### src/rtl/lut_pkg.sv
// Shared types and constants for the branch-target table loader and its storage.
package lut_pkg;

  // Loader sequence: header read, then a lo/hi byte pair per table entry
  typedef enum logic [2:0] {
    ST_IDLE,
    ST_RD_HDR,
    ST_WT_HDR,
    ST_RD_LO,
    ST_WT_LO,
    ST_RD_HI,
    ST_WT_HI,
    ST_DONE
  } lut_ld_state_t;

  localparam int LUT_PC_W    = 12;
  localparam int LUT_LABEL_W = 8;

  // Byte offsets inside the memory image: header, then {lo, hi} pairs
  localparam int unsigned HDR_OFS = 0;
  localparam int unsigned LO_OFS  = 1;
  localparam int unsigned HI_OFS  = 2;

  // Offset from the image base of one field of entry idx
  function automatic int unsigned field_offset(input int unsigned idx, input int unsigned ofs);
    return ofs + 2 * idx;
  endfunction

endpackage

### src/rtl/lut_regfile.sv
// Label -> next_pc storage with per-entry valid flags, one write port and a
// combinational read port. Unwritten or out-of-range labels read as zero.
module lut_regfile
  import lut_pkg::*;
#(
  parameter int NUM_LABELS = 64,
  parameter int PC_W       = LUT_PC_W,
  parameter int IDX_W      = (NUM_LABELS > 1) ? $clog2(NUM_LABELS) : 1
) (
  input  logic                   clk,
  input  logic                   rst_n,
  input  logic                   clear_all,
  input  logic                   we,
  input  logic [IDX_W-1:0]       widx,
  input  logic [PC_W-1:0]        wdata,
  input  logic [LUT_LABEL_W-1:0] rlabel,
  output logic [PC_W-1:0]        rdata
);

  localparam logic [LUT_LABEL_W:0] LABEL_LIM = NUM_LABELS[LUT_LABEL_W:0];

  logic [PC_W-1:0]       entries [NUM_LABELS];
  logic [NUM_LABELS-1:0] valid;
  logic                  in_range;
  logic [IDX_W-1:0]      ridx;

  // Valid flags are wiped by reset or a new load and set as each entry lands
  always_ff @(posedge clk or negedge rst_n) begin
    if (!rst_n) begin
      valid <= '0;
    end else if (clear_all) begin
      valid <= '0;
    end else if (we) begin
      valid[widx] <= 1'b1;
    end
  end

  // Payload needs no reset because every read is gated by its valid flag
  always_ff @(posedge clk) begin
    if (we) begin
      entries[widx] <= wdata;
    end
  end

  // Combinational lookup, zero for labels beyond the table or not yet written
  always_comb begin
    in_range = ({1'b0, rlabel} < LABEL_LIM);
    ridx     = rlabel[IDX_W-1:0];
    rdata    = '0;
    if (in_range && valid[ridx]) begin
      rdata = entries[ridx];
    end
  end

endmodule

### src/rtl/lut_loader.sv
// Boot-time loader for the branch-target table: reads the entry count and
// {lo, hi} byte pairs from data memory, programs lut_regfile, and serves the
// combinational label lookup to fetch. done stays high until the next start.
module lut_loader
  import lut_pkg::*;
#(
  parameter int                NUM_LABELS = 64,
  parameter int                PC_W       = LUT_PC_W,
  parameter int                MEM_AW     = 8,
  parameter logic [MEM_AW-1:0] BASE_ADDR  = '0
) (
  input  logic                   clk,
  input  logic                   rst_n,
  input  logic                   start,
  output logic                   mem_rd_en,
  output logic [MEM_AW-1:0]      mem_addr,
  input  logic [7:0]             mem_rdata,
  output logic                   busy,
  output logic                   done,
  output logic                   error,
  input  logic [LUT_LABEL_W-1:0] label,
  output logic [PC_W-1:0]        next_pc
);

  localparam int               CNT_W   = $clog2(NUM_LABELS + 1);
  localparam int               IDX_W   = (NUM_LABELS > 1) ? $clog2(NUM_LABELS) : 1;
  localparam logic [CNT_W-1:0] CNT_MAX = CNT_W'(NUM_LABELS);

  lut_ld_state_t     state, state_nxt;
  logic [CNT_W-1:0]  idx, cnt, hdr_cnt;
  logic [7:0]        lo_byte;
  logic [MEM_AW-1:0] addr_hold, hdr_addr, lo_addr, hi_addr;
  logic              hdr_over, hi_over, last_entry, load_go, we;
  logic [PC_W-1:0]   wdata;

  // A new load is only accepted when not already loading
  assign load_go = start && ((state == ST_IDLE) || (state == ST_DONE));

  // Header count is clamped to table capacity; an oversized header is a fault
  assign hdr_over = (32'(mem_rdata) > NUM_LABELS);
  assign hdr_cnt  = hdr_over ? CNT_MAX : CNT_W'(mem_rdata);

  // Any hi-byte bits above the next_pc width are a fault, but the entry is kept
  assign hi_over    = ((mem_rdata >> (PC_W - 8)) != 8'd0);
  assign last_entry = (CNT_W'(idx + 1'b1) == cnt);
  assign wdata      = PC_W'({mem_rdata, lo_byte});

  // Read addresses wrap modulo the memory size
  assign hdr_addr = MEM_AW'(32'(BASE_ADDR) + field_offset(32'(idx), HDR_OFS) - 2 * 32'(idx));
  assign lo_addr  = MEM_AW'(32'(BASE_ADDR) + field_offset(32'(idx), LO_OFS));
  assign hi_addr  = MEM_AW'(32'(BASE_ADDR) + field_offset(32'(idx), HI_OFS));

  // State register
  always_ff @(posedge clk or negedge rst_n) begin
    if (!rst_n) begin
      state <= ST_IDLE;
    end else begin
      state <= state_nxt;
    end
  end

  // Next-state logic
  always_comb begin
    state_nxt = state;
    case (state)
      ST_IDLE, ST_DONE: if (start) state_nxt = ST_RD_HDR;
      ST_RD_HDR:        state_nxt = ST_WT_HDR;
      ST_WT_HDR:        state_nxt = (hdr_cnt == '0) ? ST_DONE : ST_RD_LO;
      ST_RD_LO:         state_nxt = ST_WT_LO;
      ST_WT_LO:         state_nxt = ST_RD_HI;
      ST_RD_HI:         state_nxt = ST_WT_HI;
      ST_WT_HI:         state_nxt = last_entry ? ST_DONE : ST_RD_LO;
      default:          state_nxt = ST_IDLE;
    endcase
  end

  // Outputs decoded from the registered state; the address holds outside reads
  always_comb begin
    mem_rd_en = 1'b0;
    mem_addr  = addr_hold;
    we        = 1'b0;
    busy      = (state != ST_IDLE) && (state != ST_DONE);
    done      = (state == ST_DONE);
    case (state)
      ST_RD_HDR: begin
        mem_rd_en = 1'b1;
        mem_addr  = hdr_addr;
      end
      ST_RD_LO: begin
        mem_rd_en = 1'b1;
        mem_addr  = lo_addr;
      end
      ST_RD_HI: begin
        mem_rd_en = 1'b1;
        mem_addr  = hi_addr;
      end
      ST_WT_HI: we = 1'b1;
      default:  ;
    endcase
  end

  // Loader datapath: entry index, clamped count, lo byte, sticky fault, held address
  always_ff @(posedge clk or negedge rst_n) begin
    if (!rst_n) begin
      idx       <= '0;
      cnt       <= '0;
      lo_byte   <= '0;
      error     <= 1'b0;
      addr_hold <= BASE_ADDR;
    end else begin
      addr_hold <= mem_addr;
      case (state)
        ST_IDLE, ST_DONE: begin
          if (start) begin
            idx   <= '0;
            error <= 1'b0;
          end
        end
        ST_WT_HDR: begin
          cnt <= hdr_cnt;
          if (hdr_over) error <= 1'b1;
        end
        ST_WT_LO: lo_byte <= mem_rdata;
        ST_WT_HI: begin
          if (hi_over) error <= 1'b1;
          idx <= CNT_W'(idx + 1'b1);
        end
        default: ;
      endcase
    end
  end

  lut_regfile #(
    .NUM_LABELS (NUM_LABELS),
    .PC_W       (PC_W),
    .IDX_W      (IDX_W)
  ) u_regfile (
    .clk       (clk),
    .rst_n     (rst_n),
    .clear_all (load_go),
    .we        (we),
    .widx      (idx[IDX_W-1:0]),
    .wdata     (wdata),
    .rlabel    (label),
    .rdata     (next_pc)
  );

endmodule

### config.mk
export PLATFORM = sky130hd
export DESIGN_NAME = lut_loader
export DESIGN_NICKNAME = d
export VERILOG_FILES = /design/src/rtl/lut_pkg.sv /design/src/rtl/lut_regfile.sv /design/src/rtl/lut_loader.sv
export SDC_FILE = /design/constraint.sdc
export NUM_CORES = 1
export LEC_CHECK = 0
export BUFFER_PORTS_ARGS = -buffer_cell sky130_fd_sc_hd__buf_2
export CORE_MARGIN = 3
export CORE_UTILIZATION = 57
export CTS_CLUSTER_SIZE = 24
export DETAILED_ROUTE_END_ITERATION = 8
export HOLD_SLACK_MARGIN = 0.06
export PLACE_DENSITY = 0.84
export SYNTH_ARGS = -nofsm -noshare
export SYNTH_HDL_FRONTEND = slang
export SYNTH_SLANG_ARGS = --single-unit
### constraint.sdc
create_clock -name clk -period 3 [get_ports clk]
set_input_delay 0.6 -clock clk [delete_from_list [all_inputs] [get_ports clk]]
set_output_delay 0.6 -clock clk [all_outputs]
set_load 0.02 [all_outputs]
* Word-level counts from Yosys, hierarchy flattened *
Memories as Yosys holds them, arrays and structs flattened.
Index checks and enable logic that the tools add are counted.

storage, ports and cells
  flip-flop bits (word level) = 98
  memory bits (writable) = 768
  bits of input ports = 19
  output and inout bits = 24
  memories kept = 1

memory list
  memory             depth  width  read ports  clocked after memory_dff  wr ports  RTL line           RTL
  u_regfile.entries  64     12     1           0                         1         lut_regfile.sv:22  logic [PC_W-1:0] entries [NUM_LABELS];

operators by class
  $add $sub $neg = 4
  magnitude comparators = 5
  equality and inequality tests = 12
  multiplexer cells = 23
  bitwise gates (word level) = 1
  reductions and logical operators = 16

operator list
  kind                 count
  $mux 64              2
  $or 64x64->64        1
  $pmux 8 s3           1
  $pmux 3 s7           1
  $lt 6x7->1 const B   2
  $mux 7               2
  $pmux 7 s2           1
  $eq 3x3->1 const B   4
  $mux 12              1
  $mux 1               9
  $mux 3               3
  $add 1x8->8 const A  1
  $add 2x8->8 const A  1
  $gt 8x7->1 const B   1
  $lt 8x7->1 const B   1
  $reduce_bool 8->1    1
  $sub 8x8->8          1
  $add 7x1->7 const B  1
  $eq 7x7->1           1
  $logic_not 7->1      1
  $bmux 1 s6           1
  $demux 1 s6          1
  $eq 3x2->1 const B   2
  $ge 6x1->1 const B   1
  other kinds (13)     20

* Longest topological paths before layout *
  depth after elaboration = 7
  gate-level depth with buffers = 10
  mapped depth without buffers = 7

* By module *
From an unflattened synthesis, not the netlist that was laid out.

unflattened totals
  cells, all modules = 1816
  area total of the unflattened synthesis = 34202.8 µm²

modules (own cells, without submodules)
  module       instances  cells each  area each (µm²)  sequential area each (µm²)
  lut_regfile  1          1648        32494.9          24663.7
  lut_loader   1          168         1707.9           850.8

* Worst setup path before layout *
Ideal clock, no wire load.

  path kind = in2out
  start point = input port label[0]
  end point = output port next_pc[5]
  data arrival time = 2.436 ns
  data required time = 2.400 ns
  setup slack = -0.036 ns
  stages on the path = 7
  path buffers = 3
  cells stage by stage = buf_2 buf_2 buf_2 mux4_2 a221oi_1 o21ai_0 and4_1

between the ends
  cells in the longest elaborated chain, start to end = 4
  elaborated cells between the ends (all ways) = 6
  those cells by class = order compare (1); mux (3); reduce/logical (1); memory (1)

ends and longest elaborated chain
  what                          RTL line           RTL
  start: declaration            lut_loader.sv:21   input logic [LUT_LABEL_W-1:0] label,
  $bmux 1 s6                    lut_regfile.sv:50  if (in_range && valid[ridx]) begin
  $mux 1 (not written as such)  lut_regfile.sv:50
  $logic_and 1x1->1             lut_regfile.sv:50
  $mux 12 (*)                   lut_regfile.sv:50
  end: declaration              lut_loader.sv:22   output logic [PC_W-1:0] next_pc

Every way passes the cells marked *; elsewhere a longest branch is shown, timed or not. The select of a mux whose other input is x is not followed.

* Final worst setup path *
  start point = input port label[2]
  end point = output port next_pc[11]

The elaborated chain is that of the path after synthesis.

==> run summary <==
The run finished, with violations left. The final reports fail on setup timing. For the starting density of the core, the log shows 57.7%. The total nets after synthesis was 1717; the post-detailed-route DRC marker count was 0. The arrival time at the worst endpoint was 2.82 ns; the final worst-path cycle share was 114%. The total vias in the final route is 18700. Yosys attributes the largest share of cell area to sky130_fd_sc_hd__edfxtp_1, sky130_fd_sc_hd__mux4_2, sky130_fd_sc_hd__dfrtp_1, sky130_fd_sc_hd__o21a_1, sky130_fd_sc_hd__mux2i_1. Max-cap violations in this run came to 0.

The clock passes through at most 3 buffers. The logs give 19300 for the number of global-route vias before repair and 0.66 ns for the clock latency on the worst-skew pair. The tree is rooted in a sky130_fd_sc_hd__clkbuf_16. The logs give 0 for the final global-route overflow total and 47 for the post-synthesis cell type count.

Critical path endpoint category: an output port. The peak fanout along the critical path is 12, and the pin count of the biggest net entering global routing is 67. The logs give 43 for the number of I/O pins and 13.6 nW for the leakage power summed over all cells. The kind of start point of the critical path was an input pin. Detailed placement finished with a half-perimeter wire length of 49600 um. Counting the fill cells in the layout gives 3386. The critical path ends at next_pc[11].

At the worst endpoint, the required time is 2.40 ns. In the synthesized netlist the async set-or-reset flop fraction comes to 11.3%. The total instance count after detailed placement is 2608. In the routed layout, each cell is associated on average with a via count of 6.74. The clock drives 866 sinks. The top cell type by area accounts for 67.5% of the synthesized area. The register bit total from synthesis is 866, and the standard cell area after detailed placement is 0.0366 mm^2.

Between clock sinks in the finished design, the worst skew comes to 0.0273 ns. Clock-pin slew was measured on the worst setup and hold paths at 0.06 ns. The classification of the worst-slack hold path was in2reg. In this run the tightest slew margin relative to its limit is 12.0%. The count of non-filler cells in the finished layout came out at 2779. For the timing-limited maximum frequency, the log shows 0.292 GHz. The congestion estimate from routability-driven global placement came to 0.865.

Commonest register cell after synthesis: sky130_fd_sc_hd__edfxtp_1. The run gives -0.420 ns as the smallest setup slack after layout. In this run the horizontal extent of the chip is 251 um. The final layout contains routed wiring with a total length of 85600 um. The number of port buffers was 42; the number of violations reported at the end of detailed-routing iteration 0 was 2536. The die outline height is 251 um. The count of final hold-check violations is 0, and the actual slew at the worst max-slew pin is 1.32 ns. Summing the sequential cell areas from Yosys gives 74.7% of the chip area. The worst-case IR drop observed on VDD is 474 uV. At the end of the flow, the number of nets in the layout was 1958.

The number of CTS-inserted buffers is 81. The tools report the first-pass iteration count of the detailed router as 6. The first-pass GRT wire length is 128000 um, and the post-synthesis average cell area is 20.1 um^2.

The reg-to-reg critical path endpoint was u_regfile.entries[11][4]. In this run the core area contains 89 standard-cell rows. The number of flops mapped to enable cells by yosys was 768. Classification of the worst setup path: in2out. The critical path starts at label[2]. The area growth from synthesis to final layout came out at 16.4%. Global routing used 27.8% of the available tracks. Counting cells, the worst reg-to-reg path comes to 5. The tools report the post-route cell area as 0.0397 mm^2. The final critical-path required period was 3.42 ns. The die covers 0.0629 mm^2. After detailed routing, the average wire length per cell comes to 30.8 um. The gate count of the mapped netlist came out at 1697. The worst reg2reg path startpoint was state[1].

Setup slack on the worst reg-to-reg path comes out at 0.35 ns. Leaving out fill and tap cells, the most frequent cell in the layout is sky130_fd_sc_hd__edfxtp_1. The number of antenna violations at the first check in global routing was 2. The library cells used most frequently in the layout, excluding fill and tap cells, are sky130_fd_sc_hd__edfxtp_1, sky130_fd_sc_hd__mux4_2, sky130_fd_sc_hd__buf_4. The layout cell share with drive strength beyond 1 came out at 32.1%.

After floorplanning, the core was sized to cover 0.0591 mm^2. Setup repair after global routing could not meet its margin everywhere. In this run the remaining antenna-violating nets after routing total 0. Summed over all instances, the cell type with the most area after synthesis is sky130_fd_sc_hd__edfxtp_1. Summing every instance area after synthesis gives 0.0341 mm^2.

The number of H-tree levels was 3; the utilization after layout was 67.2%. The logs give 12 for the number of setup violations in the final report and 0 for the synthesis warning total. The max-slew violation total from the final report was 0; the total negative slack for setup checks was -4.46 ns.

TritonCTS built the clock tree. For this design the ratio of total power to cell area is 725 mW/mm^2.
-- cell usage after synthesis (2+ instances only) --
cell type                  number
sky130_fd_sc_hd__inv_1          5
sky130_fd_sc_hd__and4_1        10
sky130_fd_sc_hd__edfxtp_1     768
sky130_fd_sc_hd__nor2b_1       26
sky130_fd_sc_hd__o221ai_1       2
sky130_fd_sc_hd__buf_6          8
sky130_fd_sc_hd__mux2_2        28
sky130_fd_sc_hd__nor2_1        93
sky130_fd_sc_hd__o31ai_1        2
sky130_fd_sc_hd__mux4_2       202
sky130_fd_sc_hd__nor3_1         4
sky130_fd_sc_hd__nand3_1       19
sky130_fd_sc_hd__buf_4         15
sky130_fd_sc_hd__and3_1         3
sky130_fd_sc_hd__a221oi_1      10
sky130_fd_sc_hd__a22o_1         9
sky130_fd_sc_hd__a22oi_1       21
sky130_fd_sc_hd__nand2_1       35
sky130_fd_sc_hd__a31oi_1        2
sky130_fd_sc_hd__nor4_1         3
sky130_fd_sc_hd__nand2b_1       5
sky130_fd_sc_hd__o211ai_1       3
sky130_fd_sc_hd__mux2i_1       48
sky130_fd_sc_hd__o21ai_0       28
sky130_fd_sc_hd__o22ai_1       15
sky130_fd_sc_hd__clkbuf_1      48
sky130_fd_sc_hd__a211oi_1      23
sky130_fd_sc_hd__and2_1         2
sky130_fd_sc_hd__o21a_1        67
sky130_fd_sc_hd__xor2_1         2
sky130_fd_sc_hd__dfrtp_1       98
sky130_fd_sc_hd__nand3b_1       4
sky130_fd_sc_hd__buf_2         27
sky130_fd_sc_hd__a211o_1       21
sky130_fd_sc_hd__xnor2_1        8
sky130_fd_sc_hd__a21oi_1       22
-- registers in the layout, summed over array words and instances (netlist names) --
name               count
lo_byte                8
u_regfile.valid       64
error                  1
idx                    7
u_regfile.entries    768
cnt                    7
state                  3
addr_hold              8
-- cell type report --
class	instances	area [um^2]	share of cell area [%]
Tap cell	773	967	2.43
Sequential cell	866	25500	64.3
Antenna cell	1	2.50	0.00630
Inverter	6	22.5	0.0567
Multi-Input combinational cell	725	8180	20.6
Timing Repair Buffer	258	2390	6.02
Clock inverter	38	344	0.866
Clock buffer	112	2290	5.76
-- worst min-delay path by stage --
stage                        start                   to  slack, ns  cells after the start
3_5_place_dp   u_regfile.valid[55]  u_regfile.valid[55]       0.48                      1
6_report              mem_rdata[5]               cnt[5]       0.22                      2
2_1_floorplan                rst_n         addr_hold[0]       0.30                      0
3_3_place_gp   u_regfile.valid[44]  u_regfile.valid[44]       0.47                      1
5_1_grt               mem_rdata[5]               cnt[5]       0.21                      2
4_1_cts               mem_rdata[5]               cnt[5]       0.19                      2
-- power by group --
| part | switching, mW | internal [mW] |
|---|---|---|
| combinational | 1.83 | 1.12 |
| clock | 4.41 | 5.86 |
| sequential | 1.03 | 14.5 |
| total | 7.27 | 21.5 |
-- cell families (layout without fill, tap and decap cells) --
logic type      Yosys count  in the layout  synth area share, %
compound gates          230            230                 4.80
simple gates            206            206                 2.85
buf+inv                 106            414                 1.69
flops                   866            866                 74.7
other cells               0              1                    0
fa+ha+maj                 1              1               0.0366
mux                     278            278                 15.7
xor+xnor                 10             10                0.257
-- what timing repair did --
item	4_1_cts	5_1_grt
pin swaps	4	15
setup buffers	4	12
setup endpoints to repair	14	18
endpoints found under the hold margin	47	0
resized for setup	32	21
cloned	3	0
hold buffers	1	0
-- stage by stage --
step	total power [mW]	setup slack (ns)	hold WS [ns]
6_report	28.8	-0.420	0.215
3_5_place_dp	18.6	-0.498	0.477
5_1_grt	29.6	-0.443	0.209
3_3_place_gp	18.4	-0.410	0.468
4_1_cts	28.8	-0.385	0.195
2_1_floorplan	17.1	0.00305	0.304
-- worst max-delay path: stages --
cell and delay, ns:
sky130_fd_sc_hd__buf_16 0.18, sky130_fd_sc_hd__bufbuf_16 0.33, sky130_fd_sc_hd__mux4_2 0.52, sky130_fd_sc_hd__mux2_2 0.28, sky130_fd_sc_hd__o22ai_1 0.28, sky130_fd_sc_hd__a21oi_1 0.20
sky130_fd_sc_hd__and4_1 0.27, sky130_fd_sc_hd__buf_2 0.16
-- routing by layer --
metal / GRT usage [%] / vias to the layer above / part of all wire, %
met3: 6.15 / 235 / 10
met2: 46.7 / 1362 / 51
met4: 11.3 / 2 / 4.0
li1: - / 7451 / -
met5: 0 / - / 0.021
met1: 36.0 / 9668 / 35
No activity file was read; power rests on OpenSTA's default activity.
